**src/rtl/uart_rx_monitor.sv**
```systemverilog
// 8N1 UART receiver with a show-ahead byte FIFO. It also reports framing errors,
// overflow and end-of-line events as single-cycle pulses.
module uart_rx_monitor #(
  parameter int CLKS_PER_BIT = 434,
  parameter int FIFO_DEPTH   = 16
) (
  input  logic                          clk_i,
  input  logic                          rst_ni,
  input  logic                          rxd_i,
  input  logic                          rd_i,
  output logic [7:0]                    data_o,
  output logic                          valid_o,
  output logic [$clog2(FIFO_DEPTH):0]   count_o,
  output logic                          frame_err_o,
  output logic                          overflow_o,
  output logic                          line_o
);

  localparam int CW = $clog2(CLKS_PER_BIT);
  localparam int AW = $clog2(FIFO_DEPTH);
  localparam logic [CW-1:0] CNT_HALF = CW'(CLKS_PER_BIT/2 - 1);
  localparam logic [CW-1:0] CNT_FULL = CW'(CLKS_PER_BIT - 1);

  typedef enum logic [2:0] {IDLE, START, DATA, STOP, WAIT_HIGH} state_e;

  state_e        state_q, state_d;
  logic [CW-1:0] cnt_q, cnt_d;
  logic [2:0]    idx_q, idx_d;
  logic [7:0]    sr_q, sr_d;
  logic          rx_meta, rxs;
  logic          push, ferr;

  // Two-flop synchronizer; idles high so reset does not look like a start bit.
  always_ff @(posedge clk_i or negedge rst_ni) begin
    if (!rst_ni) begin
      rx_meta <= 1'b1;
      rxs     <= 1'b1;
    end else begin
      rx_meta <= rxd_i;
      rxs     <= rx_meta;
    end
  end

  always_ff @(posedge clk_i or negedge rst_ni) begin
    if (!rst_ni) begin
      state_q <= IDLE;
      cnt_q   <= '0;
      idx_q   <= '0;
      sr_q    <= '0;
    end else begin
      state_q <= state_d;
      cnt_q   <= cnt_d;
      idx_q   <= idx_d;
      sr_q    <= sr_d;
    end
  end

  always_comb begin
    state_d = state_q;
    cnt_d   = (cnt_q == '0) ? cnt_q : cnt_q - 1'b1;
    idx_d   = idx_q;
    sr_d    = sr_q;
    push    = 1'b0;
    ferr    = 1'b0;
    case (state_q)
      IDLE: if (!rxs) begin
        state_d = START;
        cnt_d   = CNT_HALF;
      end
      START: if (cnt_q == '0) begin
        if (!rxs) begin
          state_d = DATA;
          cnt_d   = CNT_FULL;
          idx_d   = '0;
        end else begin
          state_d = IDLE;
        end
      end
      DATA: if (cnt_q == '0) begin
        sr_d[idx_q] = rxs;
        cnt_d       = CNT_FULL;
        if (idx_q == 3'd7) state_d = STOP;
        else               idx_d   = idx_q + 3'd1;
      end
      STOP: if (cnt_q == '0) begin
        if (rxs) begin
          push    = 1'b1;
          state_d = IDLE;
        end else begin
          ferr    = 1'b1;
          state_d = WAIT_HIGH;
        end
      end
      WAIT_HIGH: if (rxs) state_d = IDLE;
      default: state_d = IDLE;
    endcase
  end

  logic [7:0]  mem [FIFO_DEPTH];
  logic [AW-1:0] wr_ptr, rd_ptr;
  logic [AW:0]   count_q;
  logic          full, pop, wr_en;

  assign full    = (count_q == (AW+1)'(FIFO_DEPTH));
  assign valid_o = (count_q != '0);
  assign pop     = rd_i && valid_o;
  // A pop in the same cycle frees a slot, so a full FIFO still accepts the push.
  assign wr_en   = push && (!full || pop);
  assign count_o = count_q;
  assign data_o  = valid_o ? mem[rd_ptr] : 8'h00;

  always_ff @(posedge clk_i) begin
    if (wr_en) mem[wr_ptr] <= sr_q;
  end

  always_ff @(posedge clk_i or negedge rst_ni) begin
    if (!rst_ni) begin
      wr_ptr      <= '0;
      rd_ptr      <= '0;
      count_q     <= '0;
      frame_err_o <= 1'b0;
      overflow_o  <= 1'b0;
      line_o      <= 1'b0;
    end else begin
      if (wr_en) wr_ptr <= wr_ptr + 1'b1;
      if (pop)   rd_ptr <= rd_ptr + 1'b1;
      case ({wr_en, pop})
        2'b10:   count_q <= count_q + 1'b1;
        2'b01:   count_q <= count_q - 1'b1;
        default: count_q <= count_q;
      endcase
      frame_err_o <= ferr;
      overflow_o  <= push && full && !pop;
      line_o      <= wr_en && (sr_q == 8'h0A);
    end
  end

endmodule

```
**config.mk**
```make
export PLATFORM = sky130hd
export DESIGN_NAME = uart_rx_monitor
export DESIGN_NICKNAME = d
export VERILOG_FILES = /design/src/rtl/uart_rx_monitor.sv
export SDC_FILE = /design/constraint.sdc
export NUM_CORES = 1
export LEC_CHECK = 0
export BUFFER_PORTS_ARGS = -buffer_cell sky130_fd_sc_hd__buf_4
export CORE_MARGIN = 5
export CORE_UTILIZATION = 60
export CTS_CLUSTER_SIZE = 20
export DETAILED_ROUTE_END_ITERATION = 8
export PLACE_DENSITY = 0.86
export SLEW_MARGIN = 20
export SYNTH_ARGS = -nofsm -noshare
export SYNTH_HDL_FRONTEND = slang
export SYNTH_SLANG_ARGS = --single-unit
```
**constraint.sdc**
```tcl
create_clock -name clk_i -period 3.4 [get_ports clk_i]
set_input_delay 0.34 -clock clk_i [delete_from_list [all_inputs] [get_ports clk_i]]
set_output_delay 0.34 -clock clk_i [all_outputs]
set_load 0.01 [all_outputs]
```
==> qor.txt <==
Site row count -> 40
IO Pins -> 21
Synthesized area -> 7224 um^2
Slowest stage delay, CP -> 0.60 ns
CP arrival -> 2.64 ns
Int Pwr -> 3200 uW
Critical path depth -> 5
Post-synth ARST share -> 24.26%
Worst min path class -> input port to flip-flop
Mean post-synth cell area -> 16.72 um^2
Post-CTS Resized -> 0
Die W -> 119.7 um
# H-tree levels -> 4
Final Hold Slack -> 0.02273 ns
Register area share after synthesis -> 67.44%
PwrDens -> 488.0 nW/um^2
Layout Skew -> 0.009409 ns
DR iter-0 viols -> 512
Yosys warnings -> 0
Setup TNS -> 0 ns
Crit-path cells -> buf_12 > mux4_2 > mux4_2 > nor2b_1 > buf_4
Synthesized net count -> 448
Sequential share of power -> 55.8%
Initial antenna violation count -> 0
Wirelength, routed -> 14.12 mm
Synth Instances -> 432
Synth Flop Type -> edfxtp_1
Max VDD drop -> 0.0002276 V
Crit path buf inv count -> 2
Fin. Hold Viols -> 0
Fmax -> 335.3 MHz
Worst path most repeated cell -> mux4_2
Starting Density -> 60.65%
Crit. End Element -> output pin
Clock latency on the worst-skew pair -> 0.42 ns
GP Congestion -> 0.8939
Slew headroom -> 42.91%
Placed standard-cell area -> 7546 um^2
First-pass GRT wire length -> 22.85 mm
P_sw -> 743.4 uW
Share of cells above drive strength 1 -> 24.36%
Static leakage -> 0.003200 uW
Combinational Power Share -> 0.4%
Post-DR wirelength/cell -> 22.80 um
Worst endpoint required time -> 3.06 ns
Post-synth EDFFs -> 128
CTS root buffer -> clkbuf_16
Final worst-path cycle share -> 87.71%
Core box area -> 11910 um^2
Max Fanout on Critical Path -> 28
Vias in the first global route -> 4075
Family with the most delay on the worst path -> multiplexers
Hold Path Stages -> 1
Vias -> 3931
Post-synthesis register bit count -> 169
CP max-delay cell -> mux4_2
# DRC -> 0
Clock period minus worst slack -> 2.982 ns
TritonRoute pass-1 iters -> 5
Fill cell instance count of the final layout -> 737
Cell variety after synth -> 52
Ant diodes -> 0
Design Area, Final -> 8082 um^2
Total grt overflow -> 0
DRT antenna net count -> 0
Worst Tran Pin Value -> 0.8532 ns
Final nets -> 475
Core Util, Final -> 67.85%
Die area -> 14340 um^2
Sw frac -> 18.85%
Num CTS Buffers -> 17
Crit path kind -> flip-flop to output pin
Area grow syn2layout -> 11.86%
Die Span Y -> 119.7 um
Unrepaired setup endpoints after global routing -> false
Startpoint Class -> flip-flop
Largest net degree at the start of global routing -> 42
IO buf count -> 20
Clock power share -> 43.7%
Clk slew on worst S/H paths -> 0.06 ns
HPWL after DPL -> 8.903 mm
Total Power Consumption -> 3943 uW
Clock tree sinks -> 169
Avg Vias per Cell -> 6.351
Slew Viols, Final -> 0
Setup violations, final -> 0
Max cap viols -> 0
Status -> completed
Worst r2r path cells -> 9
Max Buffers Root-to-Sink -> 2
Total GRT Usage -> 21.59%
CTS tree -> done
==> power groups by stage <==
stage | sequential, uW | combinational [uW] | clock, uW
CTS | 2200 | 17.4 | 1740
detailed placement | 2240 | 16.6 | 0
floorplan | 2240 | 5.31 | 0
finish | 2200 | 17.1 | 1720
global placement | 2240 | 15.9 | 0
global route | 2200 | 19.9 | 1850
==> kinds of logic (layout without fill, tap and decap cells) <==
kind of cell    count (synthesis)  in the layout  synth area share, %
simple gates                  114            114                9.162
compound gates                 41             41                3.706
flops                         169            169                67.44
xor+xnor                       13             13                1.576
buf+inv                        32             72                1.836
fa+ha+maj                      12             12                2.078
mux                            51             51                14.20
==> stage by stage <==
stage	setup slack, ns	std cells
global route	0.3094	619
global placement	0.7353	586
floorplan	0.7956	432
finish	0.4178	619
detailed placement	0.5074	586
CTS	0.3964	619
==> sequential cells by signal, summed over array words and instances (netlist names) <==
signal       flops
state_q          3
sr_q             8
count_o          5
cnt_q            9
wr_ptr           4
overflow_o       1
rx_meta          1
mem            128
line_o           1
idx_q            3
rxs              1
rd_ptr           4
frame_err_o      1
==> final cells by class <==
| type | count | area, um^2 | area share, % |
|---|---|---|---|
| Clock buffer | 22 | 444.2 | 5.496 |
| Clock inverter | 10 | 81.33 | 1.006 |
| Inverter | 11 | 46.29 | 0.5728 |
| Multi-Input combinational cell | 231 | 2220 | 27.47 |
| Sequential cell | 169 | 4873 | 60.30 |
| Tap cell | 147 | 183.9 | 2.276 |
| Timing Repair Buffer | 29 | 232.7 | 2.880 |
==> synthesized netlist by cell type, types with 9 or more instances <==
cell	n	area share, %
nand2_1	23	1.2
edfxtp_1	128	53
a31oi_1	12	1.0
xnor2_1	9	1.1
inv_1	10	0.52
dfrtp_1	39	14
mux4_2	40	12
ha_1	12	2.1
clkbuf_1	13	0.68
o21ai_0	12	0.83
nor2_1	24	1.2
==> layout by cell type (no fill, tap or decap), drive strengths merged, types with 2 or more instances in the layout <==
master	Yosys	final
edfxtp	128	128
mux4	40	40
dfrtp	39	39
buf	8	28
nor2	25	25
nand2	23	23
clkbuf	13	22
o21ai	13	13
a31oi	12	12
ha	12	12
inv	11	11
nor4	10	10
xnor2	9	9
mux2	9	9
nor2b	8	8
and2	8	8
a21oi	7	7
nand3	7	7
or4	6	6
clkinv	0	6
nor3	4	4
nand2b	4	4
xor2	4	4
or3	3	3
nand3b	3	3
nor3b	3	3
clkinvlp	0	3
and3	2	2
o21a	2	2
nand4	2	2
dfstp	2	2
mux2i	2	2
==> repair_timing <==
action | 4_1_cts | 5_1_grt
buffers inserted | 0 | 0
hold buffers | 1 | 0
hold endpoints to repair | 39 | 0
==> worst paths after layout <==
kind,from,end,slack (ns)
min,rxd_i,rx_meta,0.02
max,rd_ptr[0],data_o[5],0.42
max reg2reg,count_o[1],count_o[4],0.49
min in group asynchronous,rst_ni,rd_ptr[0],0.49
max in group asynchronous,rst_ni,rxs,2.53
min reg2reg,rx_meta,rxs,0.36
==> per-layer routing <==
layer / GRT usage [%] / part of all wire [%] / wire (um)
met1: 27.95 / 40 / 5607
met2: 36.33 / 53 / 7471
met3: 5.938 / 5.9 / 837
met4: 6.013 / 1.4 / 199
met5: 0 / 0 / 0
No activity file was read; power rests on OpenSTA's default activity.
